## src/rtl/calc_seq_ctrl.sv

```systemverilog
// Calculator operation sequencer: walks operand A / operand B / operator entry,
// launches the ALU, supervises it with a timeout and selects the display source.
module calc_seq_ctrl #(
  parameter int TIMEOUT = 255
) (
  input  logic       clk,
  input  logic       rst,
  input  logic [9:0] sw,
  input  logic       pb_next,
  input  logic       pb_clr,
  input  logic       alu_done,
  input  logic       alu_err,
  output logic       en_a,
  output logic       en_b,
  output logic       clr_ab,
  output logic [1:0] op,
  output logic       alu_start,
  output logic [1:0] disp_sel,
  output logic       busy,
  output logic [2:0] state
);

  localparam logic [2:0] IDLE   = 3'd0;
  localparam logic [2:0] ENT_A  = 3'd1;
  localparam logic [2:0] ENT_B  = 3'd2;
  localparam logic [2:0] ENT_OP = 3'd3;
  localparam logic [2:0] EXEC   = 3'd4;
  localparam logic [2:0] WAIT   = 3'd5;
  localparam logic [2:0] SHOW   = 3'd6;
  localparam logic [2:0] ERR    = 3'd7;

  localparam logic [7:0] TO_LAST = 8'(TIMEOUT - 1);

  // [1:0] synchronize the button, [2] holds the previous level for edge detect
  logic [2:0] nxt_pipe, clr_pipe;
  logic       nxt, clr;
  logic [2:0] st_q, st_d;
  logic [7:0] wait_cnt;
  logic       unused_sw;

  assign unused_sw = ^sw[8:2];

  always_ff @(posedge clk or negedge rst) begin
    if (!rst) begin
      nxt_pipe <= '0;
      clr_pipe <= '0;
      nxt      <= 1'b0;
      clr      <= 1'b0;
    end else begin
      nxt_pipe <= {nxt_pipe[1:0], pb_next};
      clr_pipe <= {clr_pipe[1:0], pb_clr};
      nxt      <= nxt_pipe[1] & ~nxt_pipe[2];
      clr      <= clr_pipe[1] & ~clr_pipe[2];
    end
  end

  always_comb begin
    st_d = st_q;
    case (st_q)
      IDLE:   if (nxt) st_d = ENT_A;
      ENT_A:  if (nxt) st_d = ENT_B;
      ENT_B:  if (nxt) st_d = ENT_OP;
      ENT_OP: if (nxt) st_d = EXEC;
      EXEC:   st_d = WAIT;
      WAIT: begin
        // a completion in the last allowed cycle beats the timeout
        if (alu_done)               st_d = alu_err ? ERR : SHOW;
        else if (wait_cnt == TO_LAST) st_d = ERR;
      end
      SHOW:   if (nxt) st_d = ENT_A;
      ERR:    if (nxt) st_d = IDLE;
      default: st_d = IDLE;
    endcase
    if (clr) st_d = IDLE;
  end

  always_ff @(posedge clk or negedge rst) begin
    if (!rst) begin
      st_q     <= IDLE;
      wait_cnt <= '0;
      op       <= '0;
    end else begin
      st_q <= st_d;
      if (st_q == EXEC)      wait_cnt <= '0;
      else if (st_q == WAIT) wait_cnt <= wait_cnt + 8'd1;
      if (st_q == ENT_OP && nxt && !clr) op <= sw[1:0];
    end
  end

  assign state     = st_q;
  assign en_a      = (st_q == ENT_A) & sw[9];
  assign en_b      = (st_q == ENT_B) & sw[9];
  assign clr_ab    = (st_q == IDLE) | ((st_q == SHOW) & nxt);
  assign alu_start = (st_q == EXEC);
  assign busy      = (st_q == EXEC) | (st_q == WAIT);

  always_comb begin
    case (st_q)
      ENT_B, ENT_OP: disp_sel = 2'd1;
      SHOW:          disp_sel = 2'd2;
      ERR:           disp_sel = 2'd3;
      default:       disp_sel = 2'd0;
    endcase
  end

endmodule
```

## config.mk

```make
export PLATFORM = sky130hd
export DESIGN_NAME = calc_seq_ctrl
export DESIGN_NICKNAME = d
export VERILOG_FILES = /design/src/rtl/calc_seq_ctrl.sv
export SDC_FILE = /design/constraint.sdc
export NUM_CORES = 1
export LEC_CHECK = 0
export ABC_AREA = 1
export BUFFER_PORTS_ARGS = -buffer_cell sky130_fd_sc_hd__buf_2
export CORE_MARGIN = 3
export CORE_UTILIZATION = 54
export DETAILED_ROUTE_END_ITERATION = 8
export GPL_ROUTABILITY_DRIVEN = 0
export MAX_ROUTING_LAYER = met4
export PLACE_DENSITY_LB_ADDON = 0.12
export RECOVER_POWER = 25
export SLEW_MARGIN = 25
export SYNTH_ARGS = -nofsm -noshare
export SYNTH_HDL_FRONTEND = slang
export SYNTH_SLANG_ARGS = --single-unit
```

## constraint.sdc

```tcl
create_clock -name clk -period 1.9 [get_ports clk]
set_input_delay 0.38 -clock clk [delete_from_list [all_inputs] [get_ports clk]]
set_output_delay 0.38 -clock clk [all_outputs]
set_load 0.02 [all_outputs]
```

==> flow_summary.json <==
{
  "via_count": 854,
  "crit_path_start_kind": "register",
  "slew_viol_final": 0,
  "antenna_found_initial": 0,
  "status": "completed",
  "power.switching_uw": 659,
  "fin_crit_sh": 0.937,
  "finalCriticalPeriod_ps": 1780,
  "worstMarginPinSlew_ps": 1060,
  "power.leakage_nw": 0.634,
  "multiInputGateArea_sq_um": 405,
  "viasPerCell": 4.88,
  "clkLatencyLatePin_ps": 310,
  "grt_max_degree": 22,
  "grt_pass1_wl_mm": 3.27,
  "clock_skew_ps": 9.52,
  "start_util": 0.578,
  "cp-startpoint": "state[1]$_DFFE_PN0P_",
  "ctsLongestPathBuffers": 2,
  "grt_pass1_vias": 806,
  "drt_iter0_drc": 14,
  "end_kind": "primary output",
  "fin_tns_setup_ps": 0,
  "drc": 0,
  "setup_violations": 0,
  "fmax_ghz": 0.562,
  "crit_path_max_fanout": 8,
  "slew_headroom": 0.292,
  "placed_area_sq_um": 1130,
  "wl_per_cell_microns": 10.3,
  "min_path_type": "in -> reg",
  "preCtsSetupSlack_ps": 292,
  "p_int_uw": 834,
  "coreArea_sq_um": 1750,
  "reg2reg_setup_slack_ps": 620,
  "first_pass_iters": 4,
  "grt_overflow": 0,
  "finalHoldViolCount": 0,
  "slowest_delay_ps": 490,
  "setup.worst_path.end": "alu_start",
  "stdcell_area_sq_um": 1180,
  "syn_inst": 125,
  "n_antenna_cell": 0,
  "p_per_area_nw_per_um2": 1270,
  "path_clk_slew_ps": 110,
  "maxCapViolCount": 0,
  "syn_nets": 143,
  "port_buffers": 20,
  "area_growth_pct": 16.5,
  "ys_warn_count": 0,
  "crit_path_top_delay_cell": "dfrtp_2",
  "nets": 169,
  "ys_ff_latch": 21,
  "peakVddDrop_v": 0.000739,
  "crit_type": "reg -> out",
  "register_area_sq_um": 528,
  "die_h_microns": 49.2,
  "hpwl_mm": 1.37,
  "synth_area_per_cell_sq_um": 8.08,
  "cts_made_buffers": 3,
  "seqPwrFrac": 0.418,
  "die_w_microns": 49.2,
  "switching_share": 0.441,
  "cts_tree": "yes",
  "cts_sinks": 21,
  "worstPathRequired_ps": 1520,
  "root_buffer": "clkbuf_4",
  "rsz0062_at_grt": "false",
  "drive_gt1_frac": 0.260,
  "drt_wl_total_mm": 1.80,
  "crit_chain": "nor2_4 > nand2_2 > inv_1 > buf_2",
  "fin_hold_ws_ps": 172,
  "power.share.clock": 0.144,
  "comb_power_share": 0.438,
  "worst_slack_ps": 119,
  "worstRegToRegCells": 9,
  "fill_cells": 151,
  "io_pins": 28,
  "grt_usage": 0.178,
  "timing.rr.start": "wait_cnt[0]$_DFFE_PN0N_",
  "cp.arrival_ps": 1400,
  "mostFrequentLayoutCell": "nand2_1",
  "regToRegEndpoint": "state[0]$_DFFE_PN0P_",
  "ys_seq_area_frac": 0.520,
  "layout_common_cells": "nand2_1, dfrtp_1, buf_2, inv_1, nor2_1",
  "syn_area_sq_um": 1010,
  "rows": 15,
  "dieArea_sq_um": 2420,
  "ys_types": 18,
  "drtAntennaViolNets": 0,
  "htree_levels": 1
}
## how the worst min path moves through the flow
stage | from | end | slack (ps) | depth (start not counted)
after CTS | rst | wait_cnt[7]$_DFFE_PN0N_ | 10 | 1
after global placement | clr_pipe[0]$_DFF_PN0_ | clr_pipe[1]$_DFF_PN0_ | 340 | 0
after detailed placement | nxt_pipe[0]$_DFF_PN0_ | nxt_pipe[1]$_DFF_PN0_ | 340 | 0
after global routing | pb_clr | clr_pipe[0]$_DFF_PN0_ | 150 | 1
final | pb_next | nxt_pipe[0]$_DFF_PN0_ | 170 | 1
after floorplan | rst | clr$_DFF_PN0_ | 80 | 0
## power groups by stage
stage | combinational, mW | sequential (mW) | clock [mW]
after global placement | 0.590 | 0.636 | 0
after CTS | 0.609 | 0.637 | 0.221
after global routing | 0.715 | 0.640 | 0.240
after detailed placement | 0.607 | 0.641 | 0
after floorplan | 0.407 | 0.670 | 0
final | 0.653 | 0.625 | 0.215
## cells by family (layout without fill, tap and decap cells)
group	Yosys count	in the layout	synth area share
AO/OA/AOI/OAI	11	11	0.0558
adder cells (fa/ha/maj)	2	2	0.0248
buffers and inverters	19	44	0.0805
flip-flops	21	21	0.520
AND/OR/NAND/NOR	72	72	0.318
## critical path: cells and delay by family (launching register included)
kind	cells	cell delay [ps]
flops	1	490
buf+inv	2	250
simple gates	2	360
## per-stage QoR
stage               cells  power (mW)   util
finish                175        1.49  0.674
global route          175        1.59  0.674
CTS                   173        1.47  0.665
detailed placement    169        1.25  0.647
global placement      169        1.23  0.647
floorplan             125        1.08      -
## what timing repair did
action,in CTS,in global routing
buffers inserted,0,2
gates resized for setup,2,1
setup endpoints to repair,1,1
pin swaps,0,0
hold buffers,0,0
## synthesized netlist by cell type
master,n,share of area
a21oi_1,8,0.040
buf_6,1,0.011
dfrtp_1,21,0.52
ha_1,2,0.025
inv_1,15,0.056
inv_2,2,0.0074
inv_4,1,0.0062
nand2_1,32,0.12
nand2_2,5,0.031
nand3_1,13,0.064
nand3_2,1,0.0099
nand4_1,1,0.0062
nor2_1,15,0.056
nor2_2,1,0.0062
nor2_4,1,0.011
nor3_1,3,0.015
o21ai_0,2,0.0099
o22ai_1,1,0.0062
## layout make-up
class,instances,share of cell area
inverters,18,0.0596
flip-flops and latches,21,0.449
multi-input cells,85,0.345
clock buffers,3,0.0191
repair buffers,22,0.0968
well taps,25,0.0266
clock inverters,1,0.00426
## registers in the layout, summed over array words and instances (netlist names)
register	count
nxt_pipe	3
wait_cnt	8
clr_pipe	3
state	3
clr	1
op	2
nxt	1
## routing by layer
metal  GRT usage  vias to the layer above  share of wire
met4      0.0758                        0          0.023
li1            -                      441              -
met3      0.0214                        5          0.052
met1       0.206                      383           0.45
met5           -                        -              0
met2       0.308                       25           0.47
(Power assumes the default switching activity.)
